<file path="config.mk">
export PLATFORM = sky130hd
export DESIGN_NAME = memory_reader
export DESIGN_NICKNAME = d
export VERILOG_FILES = /design/src/rtl/memory_reader.sv
export SDC_FILE = /design/constraint.sdc
export NUM_CORES = 1
export LEC_CHECK = 0
export ABC_AREA = 1
export CORE_ASPECT_RATIO = 0.5
export CORE_UTILIZATION = 49
export CTS_CLUSTER_SIZE = 40
export DETAILED_ROUTE_END_ITERATION = 8
export GPL_TIMING_DRIVEN = 0
export HOLD_SLACK_MARGIN = 0.1
export PLACE_DENSITY = 0.85
export SLEW_MARGIN = 40
export SYNTH_ARGS = -nofsm -noshare
export SYNTH_HDL_FRONTEND = slang
export SYNTH_SLANG_ARGS = --single-unit
</file>
<file path="constraint.sdc">
create_clock -name clock -period 4.8 [get_ports clock]
set_clock_uncertainty 0.15 [all_clocks]
set_input_delay 0.72 -clock clock [delete_from_list [all_inputs] [get_ports clock]]
set_output_delay 0.72 -clock clock [all_outputs]
set_load 0.005 [all_outputs]
</file>
<file path="src/rtl/memory_reader.sv">
// Single-outstanding Avalon-MM read engine: latches a cache-side request, issues one
// memory read, waits for data or a timeout, and answers only if the request is still live.
package memory_reader_pkg;
  typedef logic [31:0] regval_t;
endpackage

module memory_reader
  import memory_reader_pkg::*;
#(
  parameter int unsigned TIMEOUT = 255
) (
  input  logic        clock,
  input  logic        reset_n,
  input  logic        input_address_enable,
  input  regval_t     input_address,
  output logic        output_data_valid,
  output regval_t     output_data,
  output logic        mem_read,
  output logic [31:0] mem_address,
  input  logic        mem_waitrequest,
  input  logic        mem_readdatavalid,
  input  logic [31:0] mem_readdata,
  output logic        timeout_error
);

  typedef enum logic [1:0] {
    IDLE    = 2'd0,
    REQUEST = 2'd1,
    WAIT    = 2'd2,
    RESPOND = 2'd3
  } state_e;

  localparam logic [16:0] TIMEOUT_L = 17'(TIMEOUT);

  state_e      state_q, state_d;
  logic [31:0] addr_q, addr_d;
  logic        mem_read_q, mem_read_d;
  regval_t     data_q, data_d;
  logic [15:0] cnt_q, cnt_d;
  logic        timeout_q, timeout_d;
  logic        addr_match_s;
  logic        unused_addr_lsb_s;

  assign addr_match_s      = (input_address[31:2] == addr_q[31:2]);
  assign unused_addr_lsb_s = ^input_address[1:0];

  always_comb begin
    state_d    = state_q;
    addr_d     = addr_q;
    mem_read_d = mem_read_q;
    data_d     = data_q;
    cnt_d      = cnt_q;
    timeout_d  = timeout_q;
    case (state_q)
      IDLE: begin
        if (input_address_enable) begin
          addr_d     = {input_address[31:2], 2'b00};
          mem_read_d = 1'b1;
          state_d    = REQUEST;
        end else begin
          mem_read_d = 1'b0;
        end
      end
      REQUEST: begin
        // Acceptance wins over a same-cycle withdrawal: once taken, the read is owed.
        if (!mem_waitrequest) begin
          mem_read_d = 1'b0;
          cnt_d      = 16'd0;
          state_d    = WAIT;
        end else if (!input_address_enable) begin
          mem_read_d = 1'b0;
          state_d    = IDLE;
        end else begin
          mem_read_d = 1'b1;
        end
      end
      WAIT: begin
        cnt_d = cnt_q + 16'd1;
        if (mem_readdatavalid) begin
          data_d  = mem_readdata;
          state_d = RESPOND;
        end else if (({1'b0, cnt_q} + 17'd1) >= TIMEOUT_L) begin
          data_d    = 32'd0;
          timeout_d = 1'b1;
          state_d   = RESPOND;
        end else begin
          state_d = WAIT;
        end
      end
      RESPOND: begin
        state_d = IDLE;
      end
      default: begin
        state_d    = IDLE;
        mem_read_d = 1'b0;
      end
    endcase
  end

  always_ff @(posedge clock) begin
    if (!reset_n) begin
      state_q    <= IDLE;
      addr_q     <= 32'd0;
      mem_read_q <= 1'b0;
      data_q     <= 32'd0;
      cnt_q      <= 16'd0;
      timeout_q  <= 1'b0;
    end else begin
      state_q    <= state_d;
      addr_q     <= addr_d;
      mem_read_q <= mem_read_d;
      data_q     <= data_d;
      cnt_q      <= cnt_d;
      timeout_q  <= timeout_d;
    end
  end

  // The response is qualified by the requester's live enable/address in the RESPOND cycle.
  assign output_data_valid = (state_q == RESPOND) && input_address_enable && addr_match_s;
  assign output_data       = data_q;
  assign mem_read          = mem_read_q;
  assign mem_address       = addr_q;
  assign timeout_error     = timeout_q;

endmodule

</file>
Word level (Yosys, flattened, before mapping)
Cells that the tools add are included.
Operators by class
  $lt $le $gt $ge: 1
  bitwise operators: 1
  equality and inequality tests: 7
  muxes and demuxes: 13
  divide/modulo/power cells: 0
  shift operators: 0
  reductions and logical operators: 11
  multiply operators: 0
  $add $sub $neg: 2
Operator list (count)
  two-way mux 32 bit: 2
  case mux 16 bit (2 select lines): 1
  equality test 30 bit: 1
  adder 16 x 1 -> 17 bit (second input constant): 1
  greater-or-equal comparator 17 x 8 -> 1 bit (second input constant): 1
  adder 16 x 1 -> 16 bit (second input constant): 1
  two-way mux 16 bit: 1
  case mux 2 bit (4 select lines): 1
  AND reduction 2 bit: 4
  two-way mux 2 bit: 3
  nonzero test 2 bit: 3
  equality test 2 bit (second input constant): 2
  two-way mux 1 bit: 4
  inequality test 2 bit (second input constant): 2
  inequality test 3 bit (second input constant): 1
  AND reduction 3 bit: 1
  equality test 2 x 1 -> 1 bit (second input constant): 1
  logical AND 1 bit: 2
  logical NOT 2 bit: 1
  case mux 1 bit (2 select lines): 1
  inverter 1 bit: 1
Word-level totals
  memories kept: 0
  register bits: 82
  bits in writable memories: 0
  output and inout port bits: 67
  bits in latches: 0
  ROM bits: 0

Depth between registers and ports, before layout
Gate-level depths: netlist of the first run.
  word-level depth: 5
  depth in mapped cells: 14
  depth with buffers taken out: 14

Worst setup path after synthesis of the first run
No wires, ideal clock.
  path type: in2out
  start point: input input_address[14]
  end point: output output_data_valid
  data required time: 3.930 ns
  stages on the path: 7
  data arrival time: 1.443 ns
  setup slack: 2.487 ns
  path through: inv_1 > nand2_1 > o21ai_0 > nor4_1 > and3_1 > nand4_1 > nor2_1
Between the ends
  cells in the longest elaborated chain, start to end: 2
Ends and longest elaborated chain
  start: declaration: line 15  | input regval_t input_address,
  equality test 30 bit: line 44  | assign addr_match_s = (input_address[31:2] == addr_q[31:2]);
  logical AND 1 bit: line 119  | assign output_data_valid = (state_q == RESPOND) && input_address_enable && addr_match_s;
  end: declaration: line 16  | output logic output_data_valid,
Every way passes these cells.

Worst setup path in the final report of the first run
Same ends and word-level chain as after synthesis.

==> results, run 1 <==
- Setup repair after global routing left no endpoint under its margin.
- The clock passes through at most 2 buffers.
- The part of the Yosys area used for sequential elements is 0.409.
- For this run, asynchronously set or reset flops after synthesis account for 0.
- The family with the most delay on the worst path is buffers and inverters.
- The startpoint identified for the worst hold timing path is mem_read.
- Sorting the synthesized cells by area gives the leading types as sky130_fd_sc_hd__dfxtp_1 41%, sky130_fd_sc_hd__nand2_1 10%, sky130_fd_sc_hd__nand3_2 7.5%.
- The later-pin clock latency in the skew report is 0.34 ns.
- In this run the tightest slew margin relative to its limit is 0.545.
- The tool flagged a number of max-cap violations equal to 0.
- Pin placement for this block handled 136 I/O pins.
- From bottom edge to top edge, the die measures 66.0 µm.
- The class of the tightest hold or removal check is reg2reg.
- After clock tree synthesis, the repair step resized 0 gates.
- For this design, the CTS-stage hold fixing added 0 buffers.
- Entering global routing, the biggest net connects 13 pins.
- The endpoint of the worst hold-timing path is mem_read.
- The number of warnings reported in the yosys synthesis log is 0.
- In this run, CTS created clock tree buffers numbering 9.
- The mapped netlist covers 0.00401 mm².
- Counting every instance in the synthesized netlist gives roughly 510.
- At the worst endpoint, the required time is 3.93 ns.
- The worst path in the final design needs a cycle of 3.44 ns, including I/O delays and setup.
- Fill cells in the final layout number 599.
- The final critical-path share of the clock period is 0.717.
- The element type at the critical path start is a primary input.
- The most instantiated flip-flop cell in the synthesis netlist is sky130_fd_sc_hd__dfxtp_1.
- The number of hold violations in the final report is 0.
- The clock tree root driver cell is sky130_fd_sc_hd__clkbuf_16.
- The hold-critical path depth is 2.
- Summed over all cells, the static leakage comes to 2.05 nW.
- Counting flops and latches in the post-synthesis netlist gives between 80 and 90.
- The H-tree was split into 3 levels.
- For this block, the via count after detailed routing is 3940.
- The number of setup violations in the final report is 0.
- Of the cells placed in the final design, the portion with a size suffix greater than 1 is 0.139.
- The sink count of the clock tree is 82.
- The relative contribution of combinational cells to total power is 0.147.
- Cell internal power was estimated by the tool at 1.28 mW.
- Counting flops with a built-in enable in the synthesized netlist gives 0.
- In this run the standard cell core region covers 0.00762 mm².
- Hold timing on the final database bottoms out at a slack of 0.317 ns.
- The share of total power dissipated in sequential elements is 0.442.
- The synthesized netlist contains 35 unique library cells.
- IR analysis of the VDD net gives a maximum drop of 0.197 mV.
- The number of global-route vias before repair is 3627.
- The starting DRC count in detailed routing is 272.
- Adding up every negative setup slack in the final design gives 0 ns.
- The analysis attributes to net switching a power of 0.394 mW.
- For this run, the detailed router's first-pass iteration total came to 4.
- The initial core utilization is 0.526.
- The final layout contains ~730 nets.
- The total power divided by cell area is 291 mW/mm².
- At the pin with the least slew margin, the transition time is 0.683 ns.
- For this run, design rule violations remaining after detail routing come to 0.
- The total global routing track utilization is 0.254.
- The worst register-to-register path has a depth of 14.
- The instance count after placement with tap cells included is roughly 750.
- The cell row count is 22.
- The maximum clock frequency is approximately 290 MHz.
- The initial antenna violation count is 0.
- A synthesized cell averages 7.80 µm².
- The flow ran to the end, and the final reports show no timing, DRC or antenna violations.
- The first global-routing pass estimated about 17 mm of wire.
- After detailed routing, the total wire length is 10.3 mm.
- The total setup buffers inserted after CTS is 0.
- The critical path buffer and inverter count is 3.
- The number of max-slew violations in the final report is 0.
- The number of standard cells in the final layout excluding fillers is 770.
- The critical path goes through clkdlybuf4s50_1, inv_1, nand2_1, o21ai_0, nor4_1, and3_1, nand4_1, nor2_1, clkdlybuf4s50_1.
- The global placement routability congestion is between 0.8 and 0.9.
- The die width is between 100 and 150 µm.
- The post-synthesis share of cell area spent on full adders, half adders and majority gates is 0.00624.
- The count of input and output buffers is 131.
- The delay of the slowest critical-path stage is 0.50 ns.
- The share of synthesized area in the top cell type comes to 0.409.
- Clock-pin slew was measured on the worst setup and hold paths at around 0.06 ns.
- The cell type contributing the most total cell area after synthesis is sky130_fd_sc_hd__dfxtp_1.
- In this run the remaining antenna-violating nets after routing total 0.
- The die covers between 0.008 and 0.009 mm².
- The TritonCTS clock tree is built.
- The worst register-to-register path ends at output_data[24].
- The reg2reg setup slack is between 2 and 2.5 ns.
- Data on the critical path arrives at its endpoint at roughly 2.6 ns.
- The net switching fraction of the power is 0.235.
- The synthesis-to-layout area growth is 43.6%.
- The synthesized-area fraction occupied by ao, oa, aoi and oai cells is 0.189.
- By area, the combinational part of the netlist is dominated by simple AND/OR/NAND/NOR gates.
- The xor/xnor share of the synthesized area is 0.0328.
- Of all nets on the critical path, the largest fanout is 3.
- The reg-to-reg critical path startpoint is cnt_q[0].
- By instance count, the cell type seen most on the critical path is sky130_fd_sc_hd__clkdlybuf4s50_1.
- The post-synthesis mux area share is 0.
- The total half-perimeter wirelength after legalization and detailed placement is 7.73 mm.
- The kind of critical path is in2out.
- The average via count per standard cell is between 5 and 6.
- The number of antenna diodes is 0.
- The worst setup path is captured at an output port.
- The cell type of the slowest stage on the worst timing path is sky130_fd_sc_hd__clkdlybuf4s50_1.
- After detailed routing, the average wire length per cell comes to 13.4 µm.
- The share of total power dissipated in the clock network is 0.411.
- Summed over all layers, the global routing overflow is 0.
- The synthesized-area fraction occupied by and/or/nand/nor cells is 0.287.
power groups by stage:
stage,registers [mW],logic (mW),clock network [mW]
2_1_floorplan,0.753,0.0985,0
3_3_place_gp,0.753,0.242,0
3_5_place_dp,0.754,0.244,0
4_1_cts,0.740,0.246,0.703
5_1_grt,0.743,0.270,0.743
6_report,0.740,0.246,0.688
tightest hold or removal path: stages, from the launching register on:
cell                      delay (ns)
sky130_fd_sc_hd__dfxtp_1        0.30
sky130_fd_sc_hd__nand2_1        0.06
sky130_fd_sc_hd__a21oi_1        0.06
flip-flops by register name, summed over array words and instances, names as in the netlist, named ones only:
signal	count
output_data	32
timeout_error	1
state_q	1
mem_address	30
cnt_q	16
mem_read	1
cells in the final DEF, fill, tap and decap left out, types with 2 or more instances in the layout:
cell type / netlist / routed
sky130_fd_sc_hd__buf_4: 4 / 4
sky130_fd_sc_hd__conb_1: 1 / 2
sky130_fd_sc_hd__clkinv_1: 2 / 2
sky130_fd_sc_hd__o21ai_0: 39 / 39
sky130_fd_sc_hd__xor2_1: 11 / 11
sky130_fd_sc_hd__clkbuf_1: 18 / 21
sky130_fd_sc_hd__clkbuf_8: 0 / 2
sky130_fd_sc_hd__nor4_1: 4 / 4
sky130_fd_sc_hd__nand3_2: 30 / 30
sky130_fd_sc_hd__o21bai_1: 2 / 2
sky130_fd_sc_hd__a21oi_2: 29 / 29
sky130_fd_sc_hd__nand3b_1: 2 / 2
sky130_fd_sc_hd__clkbuf_16: 0 / 9
sky130_fd_sc_hd__dfxtp_1: 82 / 82
sky130_fd_sc_hd__nand2_1: 109 / 109
sky130_fd_sc_hd__a21oi_1: 38 / 38
sky130_fd_sc_hd__nor2_2: 6 / 6
sky130_fd_sc_hd__a221oi_1: 3 / 3
sky130_fd_sc_hd__inv_1: 35 / 35
sky130_fd_sc_hd__o22ai_1: 6 / 6
sky130_fd_sc_hd__nand3_1: 18 / 18
sky130_fd_sc_hd__nor2_4: 2 / 2
sky130_fd_sc_hd__buf_12: 3 / 3
sky130_fd_sc_hd__clkdlybuf4s50_1: 0 / 131
sky130_fd_sc_hd__nand4_1: 6 / 6
sky130_fd_sc_hd__xnor2_1: 4 / 4
sky130_fd_sc_hd__nor2_1: 47 / 47
sky130_fd_sc_hd__nand2_2: 2 / 2
sky130_fd_sc_hd__ha_1: 2 / 2
worst max path at each step:
stage	startpoint	to	cells past startpoint
floorplan	input_address[14]	output_data_valid	7
global placement	input_address[14]	output_data_valid	9
detailed placement	input_address[14]	output_data_valid	9
CTS	input_address[14]	output_data_valid	9
global route	input_address[24]	output_data_valid	9
finish	input_address[14]	output_data_valid	9
Yosys cell counts, drive strengths merged, types with 3 or more instances:
cell and n:
nand2 112, xor2 11, clkbuf 18, nand3 48
nor2 55, buf 8, a21oi 67, dfxtp 82
inv 35, nand4 6, nor4 4, a221oi 3
xnor2 4, o21ai 40, o22ai 6
cell type report:
cell class                      count  area, µm²  share of cell area
Multi-Input combinational cell    370       2070               0.360
Sequential cell                    82       1640               0.285
Timing Repair Buffer              131       1310               0.228
Clock buffer                       14        264              0.0458
Buffer                             26        163              0.0282
Inverter                           37        139              0.0241
Tap cell                          108        135              0.0235
Clock inverter                      2       35.0             0.00608
logic make-up (layout without fill, tap and decap cells):
group | Yosys count | in the layout
simple gates | 229 | 229
compound gates | 122 | 122
flops | 82 | 82
buf+inv | 63 | 210
xor+xnor | 15 | 15
fa+ha+maj | 2 | 2
other cells | 1 | 2
stage by stage:
step                      utilization  power, mW  worst slack, ns  instance area (µm²)
final                           0.755       1.67             1.36                 5760
after CTS                       0.755       1.69             1.35                 5760
after floorplan                     -      0.852             2.49                 4010
after global placement          0.716      0.994             1.34                 5460
after detailed placement        0.716      0.998             1.35                 5460
after global routing            0.755       1.76             1.18                 5760
metal layers:
metal / vias up / wire length [µm] / track usage
li1: 1993 / - / -
met1: 1793 / 4500 / 0.291
met2: 139 / 4710 / 0.442
met3: 15 / 924 / 0.0947
met4: 0 / 165 / 0.0828
met5: - / 0 / 0
(Power assumes the default switching activity.)
==> run 2, diff against run 1 <==
--- a/config.mk
+++ b/config.mk
@@ -7,12 +7,12 @@
 export LEC_CHECK = 0
 export ABC_AREA = 1
 export CORE_ASPECT_RATIO = 0.5
-export CORE_UTILIZATION = 49
+export CORE_UTILIZATION = 46
 export CTS_CLUSTER_SIZE = 40
 export DETAILED_ROUTE_END_ITERATION = 8
 export GPL_TIMING_DRIVEN = 0
 export HOLD_SLACK_MARGIN = 0.1
-export PLACE_DENSITY = 0.85
+export PLACE_DENSITY = 0.81
 export SLEW_MARGIN = 40
 export SYNTH_ARGS = -nofsm -noshare
 export SYNTH_HDL_FRONTEND = slang
==> constraint.sdc (replaced) <==
create_clock -name clock -period 3.35 [get_ports clock]
set_clock_uncertainty 0.15 [all_clocks]
set_input_delay 0.5025 -clock clock [delete_from_list [all_inputs] [get_ports clock]]
set_output_delay 0.5025 -clock clock [all_outputs]
set_load 0.005 [all_outputs]
==> run 2 against run 1 <==
Compared with the run above: via count barely moved; power rose by 41%; routed wire length rose by 2.7%; first-iteration DRC count fell by 24%; die area rose by 6.4%; clock power rose by 39%; worst hold slack improved by 0.0017 ns.
==> results, run 2 (synthesized netlist as in run 1, its figures left out) <==
- The remaining global-route overflow is 0 (unchanged).
- The final routed wirelength across all metal layers is 10.6 mm (+2.7%).
- The maximum net fanout on the critical path is 3 (unchanged).
- The DRC violation count after routing is 0 (unchanged).
- The die width is 134 µm (+3.2%).
- The number of buffers created by CTS is 9 (unchanged).
- The arrival time of the worst setup path is 2.42 ns (-0.15 ns).
- The max-slew headroom at the worst pin is 0.530 (-0.0143).
- The number of top-level pins is 136 (unchanged).
- The area of the core is 0.00823 mm² (+7.9%).
- The number of max-slew violations in the final report is 0 (unchanged).
- The commonest non-fill, non-tap cell in the layout is sky130_fd_sc_hd__clkdlybuf4s50_1.
- The later-pin clock latency in the skew report came to 0.34 ns (about the same).
- The final critical-path share of the clock period is 0.918.
- The min-delay analysis places its worst path in the category reg2reg.
- The total negative slack is 0 ns (unchanged).
- The length of the first detailed-routing pass in iterations was 4 (unchanged).
- The shortest period the worst path allows is between 3 and 4 ns.
- The post-route worst setup slack was 0.274 ns (-1.08 ns).
- The die extent in y is 68.0 µm (+3.1%).
- The number of antenna diodes is 0 (unchanged).
- The cell row count came to 23 (+4.5%).
- The initial antenna violation count came to 0 (unchanged).
- The post-cts resize count is 0 (unchanged).
- The endpoint type of the worst setup path is an output port.
- The global placement routability congestion is 0.880 (+4.1%).
- The worst voltage drop across the vdd grid is 0.274 mV (+39%).
- The critical path is of the in2out type.
- The maximum clock frequency is about 330 MHz.
- The clock tree root driver cell is sky130_fd_sc_hd__clkbuf_16.
- The flip-flop count of the largest register after layout is 32 (unchanged).
- The number of hold violations in the final report is 0 (unchanged).
- The clock-pin slew of the registers on the worst-case setup and hold paths is 0.06 ns (about the same).
- The number of fill cells is 704 (+18%).
- The die outline area is 0.00912 mm² (+6.4%).
- The TritonCTS clock tree is built.
- The first-pass GRT wire length is 17.1 mm (+2.4%).
- The met3 usage in global routing is 0.0741 (-0.0206).
- The met1 global-route usage is 0.288 (-0.00295).
- The final cell area excluding filler cells is 0.00576 mm² (about the same).
- Setup repair after global routing left no endpoint under its margin.
- The number of global-route vias before repair is 3627 (unchanged).
- The leakage power figure is 2.04 nW (-0.31%).
- The buffer depth of the longest clock path is 2 (unchanged).
- The element type at the critical path start is a primary input.
- The global routing's busiest layer is met2.
- The slew at the pin closest to its max-slew limit came to 0.704 ns (+0.0214 ns).
- The placed cell area came to 0.00547 mm² (about the same).
- In the layout the commonest cells are 131 x sky130_fd_sc_hd__clkdlybuf4s50_1, 109 x sky130_fd_sc_hd__nand2_1, 82 x sky130_fd_sc_hd__dfxtp_1.
- The count of input and output buffers is 131 (unchanged).
- The maximum number of pins on one net before global-route repair was 14 (+1).
- The average via count per standard cell was 5.09 (-0.59%).
- The total power divided by cell area was 411 mW/mm² (+41%).
- The total global routing track utilization is 0.239 (-0.0152).
- The reported max-cap violation count is 0 (unchanged).
- The post-place setup slack was 0.266 ns (-1.09 ns).
- The flow ran to the end, and the final reports show no timing, DRC or antenna violations.
- The worst endpoint required time was 2.70 ns (-1.23 ns).
- The number of vias in the routed layout is 3937 (-0.076%).
- The routed length per instance is 13.7 µm (+2.2%).
- The sink count of the clock tree is 82 (unchanged).
- The total power draw is 2.37 mW (+41%).
- The share of final-layout standard cells stronger than drive strength 1 was 0.144 (+0.00453).
- The number of nets with antenna violations after routing is 0 (unchanged).
- The starting DRC count in detailed routing is 207 (-24%).
- The quantity of hold-fixing buffers added after cts is 0 (unchanged).
- The synthesis-to-layout area growth is 43.6% (about the same).
- The maximum level of the CTS H-tree was 3 (unchanged).
- The fraction of met2 tracks used by global routing came to 0.421 (-0.0209).
- The total setup buffers inserted after CTS was 0 (unchanged).
- The total half-perimeter wirelength after legalization and detailed placement is 7.77 mm (+0.42%).
- The initial core utilization is 0.487 (-0.0387).
- The net count reported at finish was 728 (unchanged).
- The number of setup violations in the final report was 0 (unchanged).
- The worst hold-check slack is 0.318 ns (+0.00165 ns).
run 2: cell count changes in the layout (fill, tap and decap cells not counted):
cell	previous run	this run
sky130_fd_sc_hd__clkbuf_1	21	18
sky130_fd_sc_hd__clkinvlp_4	0	2
sky130_fd_sc_hd__bufinv_16	1	0
sky130_fd_sc_hd__clkbuf_8	2	3
sky130_fd_sc_hd__clkinv_2	1	2
run 2: stage by stage:
| stage | cells | util |
|---|---|---|
| final | 774 | 0.699 |
| after global placement | 758 | 0.664 |
| after detailed placement | 758 | 0.664 |
| after CTS | 774 | 0.699 |
| after floorplan | 515 | - |
| after global routing | 774 | 0.699 |
run 2: report_power, final:
group,internal [mW],switching (mW)
registers,1.02,0.0397
logic,0.195,0.157
clock network,0.560,0.394
run 2: final timing paths:
check	startpoint	to	slack, ns	cells past startpoint
max reg2reg	cnt_q[0]	output_data[6]	0.97	14
min reg2reg	output_data[12]	output_data[12]	0.32	2
min	output_data[12]	output_data[12]	0.32	2
max	input_address[24]	output_data_valid	0.27	9
run 2: final cells by class:
cell class                 instances  area (µm²)  share of cell area
tap                              112         140              0.0243
buffer                            26         163              0.0283
multi-input combinational        370        2070               0.360
clock buffer                      12         267              0.0463
inverter                          37         139              0.0241
timing repair buffer             131        1310               0.228
sequential                        82        1640               0.285
clock inverter                     4        25.0             0.00435
run 2: worst max-delay path, cell delays in order:
cell,delay (ns)
sky130_fd_sc_hd__clkdlybuf4s50_1,0.45
sky130_fd_sc_hd__inv_1,0.06
sky130_fd_sc_hd__nand2_1,0.05
sky130_fd_sc_hd__o21ai_0,0.08
sky130_fd_sc_hd__nor4_1,0.30
sky130_fd_sc_hd__and3_1,0.21
sky130_fd_sc_hd__nand4_1,0.08
sky130_fd_sc_hd__nor2_1,0.16
sky130_fd_sc_hd__clkdlybuf4s50_1,0.52
run 2: layer usage:
metal  vias to the layer above  routed length, µm
li1                       1993                  -
met1                      1800               4880
met2                       133               4840
met3                        11                759
met4                         0                106
met5                         -                  0
